### src/rtl/nibble_comp_seq.sv
`default_nettype none
// ============================================================================
// Module      : nibble_comp_seq
// Description : Compares two WIDTH-bit unsigned operands using one external
//               4-bit cascadable magnitude-comparator slice. One nibble pair is
//               presented per clock, MSB nibble first. The previous slice
//               response is fed back on the cascade inputs. The sequencer can
//               stop early once the outcome is decided. A registered GT/EQ/LT
//               result is reported with a start/busy/done handshake.
// Ports       : clk, rst (async, active high)
//               start, a, b          - request and operands (captured on accept)
//               busy, done           - in-progress flag, one-cycle result pulse
//               a_gt_b/a_eq_b/a_lt_b - registered result, held until next compare
//               err                  - slice gave a non-one-hot response
//               slice_a/slice_b      - nibble pair presented to the slice
//               slice_in_gt/eq/lt    - cascade inputs to the slice
//               slice_out_gt/eq/lt   - slice response
// Revision    : 1.0 - initial release
// ============================================================================
module nibble_comp_seq #(
    parameter int WIDTH      = 16,
    parameter bit EARLY_EXIT = 1'b1
) (
    input  logic             clk,
    input  logic             rst,
    input  logic             start,
    input  logic [WIDTH-1:0] a,
    input  logic [WIDTH-1:0] b,
    output logic             busy,
    output logic             done,
    output logic             a_gt_b,
    output logic             a_eq_b,
    output logic             a_lt_b,
    output logic             err,
    output logic [3:0]       slice_a,
    output logic [3:0]       slice_b,
    output logic             slice_in_gt,
    output logic             slice_in_eq,
    output logic             slice_in_lt,
    input  logic             slice_out_gt,
    input  logic             slice_out_eq,
    input  logic             slice_out_lt
);

    localparam int c_NIB   = WIDTH / 4;
    localparam int c_IDX_W = (c_NIB > 1) ? $clog2(c_NIB) : 1;

    localparam logic [c_IDX_W-1:0] c_IDX_MAX = c_IDX_W'(c_NIB - 1);

    // Cascade / result encodings, ordered {gt, eq, lt}.
    localparam logic [2:0] c_CASC_GT = 3'b100;
    localparam logic [2:0] c_CASC_EQ = 3'b010;
    localparam logic [2:0] c_CASC_LT = 3'b001;

    typedef enum logic [0:0] {
        ST_IDLE = 1'b0,
        ST_RUN  = 1'b1
    } state_t;

    state_t               state_q, state_d;
    logic [c_IDX_W-1:0]   idx_q,   idx_d;
    logic [WIDTH-1:0]     a_q,     a_d;
    logic [WIDTH-1:0]     b_q,     b_d;
    logic [2:0]           casc_q,  casc_d;
    logic [2:0]           res_q,   res_d;
    logic                 err_q,   err_d;
    logic                 done_q,  done_d;

    logic [2:0]           w_resp;
    logic                 w_onehot;
    logic [2:0]           w_capt;
    logic                 w_last;
    logic [WIDTH-1:0]     w_a_shift;
    logic [WIDTH-1:0]     w_b_shift;

    // Slice response conditioning: anything that is not exactly one-hot is
    // treated as LT so the result stays mutually exclusive.
    assign w_resp   = {slice_out_gt, slice_out_eq, slice_out_lt};
    assign w_onehot = (w_resp == c_CASC_GT) || (w_resp == c_CASC_EQ) ||
                      (w_resp == c_CASC_LT);
    assign w_capt   = w_onehot ? w_resp : c_CASC_LT;
    assign w_last   = (idx_q == '0) || (EARLY_EXIT && (w_capt != c_CASC_EQ));

    // Nibble selection from the captured operands only; the slice outputs
    // never feed back into the slice inputs within a cycle.
    assign w_a_shift = a_q >> {idx_q, 2'b00};
    assign w_b_shift = b_q >> {idx_q, 2'b00};

    always_comb begin
        state_d = state_q;
        idx_d   = idx_q;
        a_d     = a_q;
        b_d     = b_q;
        casc_d  = casc_q;
        res_d   = res_q;
        err_d   = err_q;
        done_d  = 1'b0;

        case (state_q)
            ST_IDLE: begin
                if (start) begin
                    a_d     = a;
                    b_d     = b;
                    idx_d   = c_IDX_MAX;
                    casc_d  = c_CASC_EQ;
                    err_d   = 1'b0;
                    state_d = ST_RUN;
                end
            end
            ST_RUN: begin
                casc_d = w_capt;
                if (!w_onehot) begin
                    err_d = 1'b1;
                end
                if (w_last) begin
                    res_d   = w_capt;
                    done_d  = 1'b1;
                    state_d = ST_IDLE;
                end else begin
                    idx_d = idx_q - 1'b1;
                end
            end
            default: begin
                state_d = ST_IDLE;
            end
        endcase
    end

    always_ff @(posedge clk or posedge rst) begin
        if (rst) begin
            state_q <= ST_IDLE;
            idx_q   <= '0;
            a_q     <= '0;
            b_q     <= '0;
            casc_q  <= '0;
            res_q   <= '0;
            err_q   <= 1'b0;
            done_q  <= 1'b0;
        end else begin
            state_q <= state_d;
            idx_q   <= idx_d;
            a_q     <= a_d;
            b_q     <= b_d;
            casc_q  <= casc_d;
            res_q   <= res_d;
            err_q   <= err_d;
            done_q  <= done_d;
        end
    end

    assign busy    = (state_q == ST_RUN);
    assign done    = done_q;
    assign a_gt_b  = res_q[2];
    assign a_eq_b  = res_q[1];
    assign a_lt_b  = res_q[0];
    assign err     = err_q;

    assign slice_a = busy ? w_a_shift[3:0] : 4'h0;
    assign slice_b = busy ? w_b_shift[3:0] : 4'h0;

    // Idle drive is a neutral EQ cascade; during RUN the cascade register.
    assign {slice_in_gt, slice_in_eq, slice_in_lt} = busy ? casc_q : c_CASC_EQ;

endmodule
`default_nettype wire

### config.mk
export PLATFORM = sky130hd
export DESIGN_NAME = nibble_comp_seq
export DESIGN_NICKNAME = d
export VERILOG_FILES = /design/src/rtl/nibble_comp_seq.sv
export SDC_FILE = /design/constraint.sdc
export NUM_CORES = 1
export LEC_CHECK = 0
export ABC_CLOCK_PERIOD_IN_PS = 2000
export CORE_MARGIN = 2
export CORE_UTILIZATION = 35
export DETAILED_ROUTE_END_ITERATION = 10
export GPL_ROUTABILITY_DRIVEN = 0
export PLACE_DENSITY = 0.68
export SETUP_SLACK_MARGIN = 0.3
export SYNTH_ARGS = -nofsm -noshare
export SYNTH_HDL_FRONTEND = slang
export SYNTH_SLANG_ARGS = --single-unit
### constraint.sdc
create_clock -name clk -period 2 [get_ports clk]
set_clock_uncertainty 0.15 [all_clocks]
set_input_delay 0.2 -clock clk [delete_from_list [all_inputs] [get_ports clk]]
set_output_delay 0.2 -clock clk [all_outputs]
set_load 0.005 [all_outputs]
* After elaboration in Yosys (flattened, before gate mapping)
Cells that the tools add are included.
Word-level totals: register bits after elaboration 43, input port bits 38, output and inout bits 17
Cells by class: add/sub/neg operators 1, shifts and indexed selects 2, reductions and logical operators 8, bitwise operators 1, equality and inequality tests 7, muxes and demuxes 17
Operators by type and width (number):
- $shr 16x4->4 | 2
- $mux 3 | 3
- $mux 4 | 2
- $reduce_and 2->1 | 4
- $mux 1 | 6
- $ne 2x2->1 const B | 3
- $pmux 3 s2 | 1
- $mux 2 | 2
- $pmux 1 s2 | 2
- $pmux 2 s2 | 1
- $eq 3x1->1 const B | 1
- $eq 3x2->1 const B | 1
- $eq 3x3->1 const B | 1
- $logic_or 1x1->1 | 3
- $ne 3x2->1 const B | 1
- $logic_not 2->1 | 1
- $sub 2x1->2 const B | 1
- $not 1->1 | 1

* Logic depth before layout (Yosys ltp)
Gate-level depths: netlist of the first run.
depth in word-level cells 8, gate-level depth with buffers 5, gate-level depth less buffers 4

* Worst setup path after synthesis of the first run
No wires, ideal clock.
path type reg-to-reg, start register idx_q[0], end register idx_q[0], data required time 1.716 ns, setup time 0.134 ns, period minus slack after synthesis 1.819 ns, data arrival time 1.535 ns, path slack 0.181 ns, stages on the path, launching flop included 6, buffers on the path 1, path through dfrtp_1 -> buf_2 -> inv_1 -> ha_1 -> or4b_4 -> mux2i_1
On the way: cells in the longest elaborated chain, start to end 4
Ends and longest elaborated chain:
- start, declared | RTL line 61 | logic [c_IDX_W-1:0] idx_q, idx_d;
- start signal, assigned | RTL line 141 | idx_q <= idx_d;
- branches (longest 4 deep; another with $sub 2x1->2)
Parallel ways; which one is timed is not known. The select of a mux whose other input is x is not followed. A chain may end at the register's enable or synchronous reset.

* Worst setup path in the final report of the first run
start register idx_q[0], end output slice_a[1]
On the way: cells in the longest elaborated chain, start to end 2
Ends and longest elaborated chain:
- $shr 16x4->4 | RTL line 86 | assign w_a_shift = a_q >> {idx_q, 2'b00};
- $mux 4 | RTL line 158 | assign slice_a = busy ? w_a_shift[3:0] : 4'h0;
- end, declared | RTL line 35 | output logic [3:0] slice_a,
No other way between the ends.

==> results_dict.tcl, run 1 <==
set metrics [dict create \
    final_number_of_max_transition_violations 0 \
    ys_ff_latch 43 \
    syn_nets 178 \
    synthToLayoutAreaGrowth_pct 52.2 \
    synth.area.top_cells "sky130_fd_sc_hd__dfrtp_1 55%, sky130_fd_sc_hd__mux2_2 19%, sky130_fd_sc_hd__mux4_2 9.3%, sky130_fd_sc_hd__and2_1 3.2%, sky130_fd_sc_hd__o21ai_0 1.8%" \
    total_leakage_power_nw 1.28 \
    hold_slack_ns 0.0903 \
    floorplan.core_area_mm2 0.00544 \
    timing.critical_path.fanout_max 5 \
    timing.max_cap.violations 0 \
    timing_hold_violations_final 0 \
    first_pass_grt_wire_length_um 7070 \
    top_cell_by_count_worst_path "sky130_fd_sc_hd__buf_6" \
    num-fill-cells 500 \
    grt_usage_pct 14.8 \
    power_density_mw_per_mm2 735 \
    start_util_pct 35.7 \
    setup-tns-final_ns 0 \
    worst_setup_path_end_kind "primary output" \
    synth_cell_type_count 22 \
    number_of_placed_instances_taps_included 267 \
    detail_route.wl_per_cell_um 14.8 \
    worst_slew_margin_pct 78.8 \
    syn_area_mm2 0.00194 \
    register_to_register_setup_slack_ns 0.16 \
    seqCellArea_mm2 0.00108 \
    hp-class "in2async" \
    final_antenna_net_count 0 \
    postSynthAreaPerCell_um2 14.0 \
    antennaDiodeCount 0 \
    yosys_most_used_dff "sky130_fd_sc_hd__dfrtp_1" \
    cts_buffer_depth 2 \
    grt_antenna_before_repair 0 \
    async_flop_share_pct 100 \
    vias_cell 4.78 \
    number_of_buffers_created_by_cts 5 \
    crit_slowest_cell "sky130_fd_sc_hd__mux4_2" \
    detail_route.iter0.violations 43 \
    post-route-min-period_ns 1.99 \
    grt_pass1_vias 1451 \
    worst-r2r-cell-count 7 \
    hpwlAfterDp_um 2830 \
    result_of_the_run "completed" \
    drt-total-wl_um 4200 \
    setup_ws_ns 0.00733 \
    peakVddDrop_mv 0.544 \
    finalNetCount 251 \
    final_design_area_no_fill_mm2 0.00296 \
    worst_ep_arrival_ns 1.64 \
    drt-pass1-iter-count 4 \
    route.detailed.drc 0 \
    rsz0062_at_grt "yes" \
    num_vias 1352 \
    critPathLaunchType "register" \
    post-place-ws_ns 0.0249 \
    crit_start "idx_q[0]" \
    die_height_um 78.5 \
    place.port_buffers 54 \
    yosysTopAreaCellShare_pct 55.4 \
    grt_start_max_net_pins 44 \
    multi_input_area_um2 861 \
    fin_crit_sh_pct 99.6 \
    num_io_pins 55 \
    die_x_um 78.5 \
    synthTopCellsByCount "43 x sky130_fd_sc_hd__dfrtp_1, 32 x sky130_fd_sc_hd__mux2_2, 10 x sky130_fd_sc_hd__and2_1, 8 x sky130_fd_sc_hd__mux4_2, 7 x sky130_fd_sc_hd__o21ai_0" \
    timing.critical_path.required_ns 1.65 \
    placed_area_mm2 0.00265 \
    setup_violations 0 \
    root_buffer "sky130_fd_sc_hd__clkbuf_8" \
    cts_hold_buffers 0 \
    worstReg2RegStart "idx_q[0]" \
    synth-edff-count 0 \
    critical_path.cell_chain "buf_6 -> buf_12 -> mux4_2 -> and2_4 -> buf_6" \
    count_of_mapped_cells_out_of_synthesis 139 \
    critical-path-max-stage-delay_ns 0.49 \
    overflow 0 \
    critPathCapture "slice_a[1]" \
    layout_cells_excl_fill 283 \
    yosysWarnings 0 \
    die_area_mm2 0.00616 \
    cts_tree "done" \
    fmax_ghz 0.502 \
    yosys.cell_count.top_type "sky130_fd_sc_hd__dfrtp_1" \
    worstReg2RegEnd "idx_q[0]" \
    rows 27 \
    cell_taking_the_most_area_after_synthesis "sky130_fd_sc_hd__dfrtp_1" \
    path_class "reg2out" \
    clkTransAtPathRegs_ns 0.08 \
    worstSkewPairLatency_ns 0.28 \
    synth.yosys.seq_area_share_pct 55.4 \
    cts_h_tree_depth 2 \
    post_route_cells_drive_above_1_share_pct 42.7 \
    clock_sinks 43 \
    timing_worst_slew_pin_value_ns 0.315 \
]
state kept, by name, summed over array words and instances (netlist names):
signal	flops
res_q	3
idx_q	2
a_q	16
busy	1
casc_q	3
b_q	16
done	1
err	1
worst min-delay path by stage:
| stage | slack, ns | start | end | cells past startpoint |
|---|---|---|---|---|
| CTS | 0.11 | rst | b_q[2] | 3 |
| finish | 0.09 | rst | b_q[14] | 3 |
| detailed placement | 0.32 | casc_q[0] | casc_q[0] | 2 |
| floorplan | 0.16 | start | casc_q[2] | 1 |
| global placement | 0.31 | casc_q[0] | casc_q[0] | 2 |
| global route | 0.16 | rst | b_q[2] | 3 |
timing repair:
action | 4_1_cts | 5_1_grt
pin swaps | 10 | 1
endpoints found under the setup margin | 14 | 33
gates cloned | 2 | 1
resized for setup | 64 | 12
setup buffers | 7 | 0
cell type report:
cell class,count,area share (%)
Clock buffer,6,2.45
Inverter,6,0.846
Multi-Input combinational cell,82,29.1
Sequential cell,43,36.4
Tap cell,72,3.05
Timing Repair Buffer,74,28.1
metrics by stage:
step,power [mW],utilization [%]
6_report,2.17,54.4
5_1_grt,2.29,54.4
4_1_cts,2.18,53.3
3_5_place_dp,1.59,48.7
3_3_place_gp,1.58,48.7
2_1_floorplan,1.35,-
layout by cell type, fill, tap and decap left out, drive strengths merged:
master and instances:
a21oi 1, dfrtp 43, mux2 32, clkdlybuf4s50 42, o21a 1, dlymetal6s2s 1
nor3 1, nor3b 1, nor2b 1, o21ai 7, and2 10, xnor2 2
buf 27, mux2i 2, nand2 3, nor2 6, nand2b 4, mux4 8
clkinv 1, inv 5, o31a 1, or4b 1, ha 1, dlygate4sd2 3
clkbuf 7
routing by layer:
layer,part of all wire [%],global-route usage (%),wire length (µm)
met1,42,19.2,1770
met4,0.52,3.16,22
met2,51,24.4,2150
met5,0,0,0
met3,6.1,4.60,255
critical path: cells and delay by family (launching register included):
kind                   cells  cell delay [ns]
buffers and inverters      3             0.35
DFF                        1             0.38
and+or+nand+nor            1             0.15
muxes                      1             0.49
power by group:
group	switching [mW]	leakage, nW	internal (mW)	total, mW
sequential	0.0666	0.504	1.00	1.07
clock	0.269	0.0371	0.233	0.502
combinational	0.186	0.741	0.418	0.605
logic make-up after synthesis:
family / Yosys count / synth area share, %
AO/OA/AOI/OAI: 10 / 2.96
XOR/XNOR: 2 / 0.902
adder cells (fa/ha/maj): 1 / 0.644
buffers and inverters: 14 / 3.35
flip-flops: 43 / 55.4
multiplexers: 42 / 28.8
AND/OR/NAND/NOR: 27 / 7.92
Power figures use the tool's default switching activity.
==> run 2: changes to the inputs <==
--- a/config.mk
+++ b/config.mk
@@ -9,7 +9,6 @@
 export CORE_MARGIN = 2
 export CORE_UTILIZATION = 35
 export DETAILED_ROUTE_END_ITERATION = 10
-export GPL_ROUTABILITY_DRIVEN = 0
 export PLACE_DENSITY = 0.68
 export SETUP_SLACK_MARGIN = 0.3
 export SYNTH_ARGS = -nofsm -noshare
==> results of run 2 <==
Final layout, timing and power as in run 1 (identical DEF).
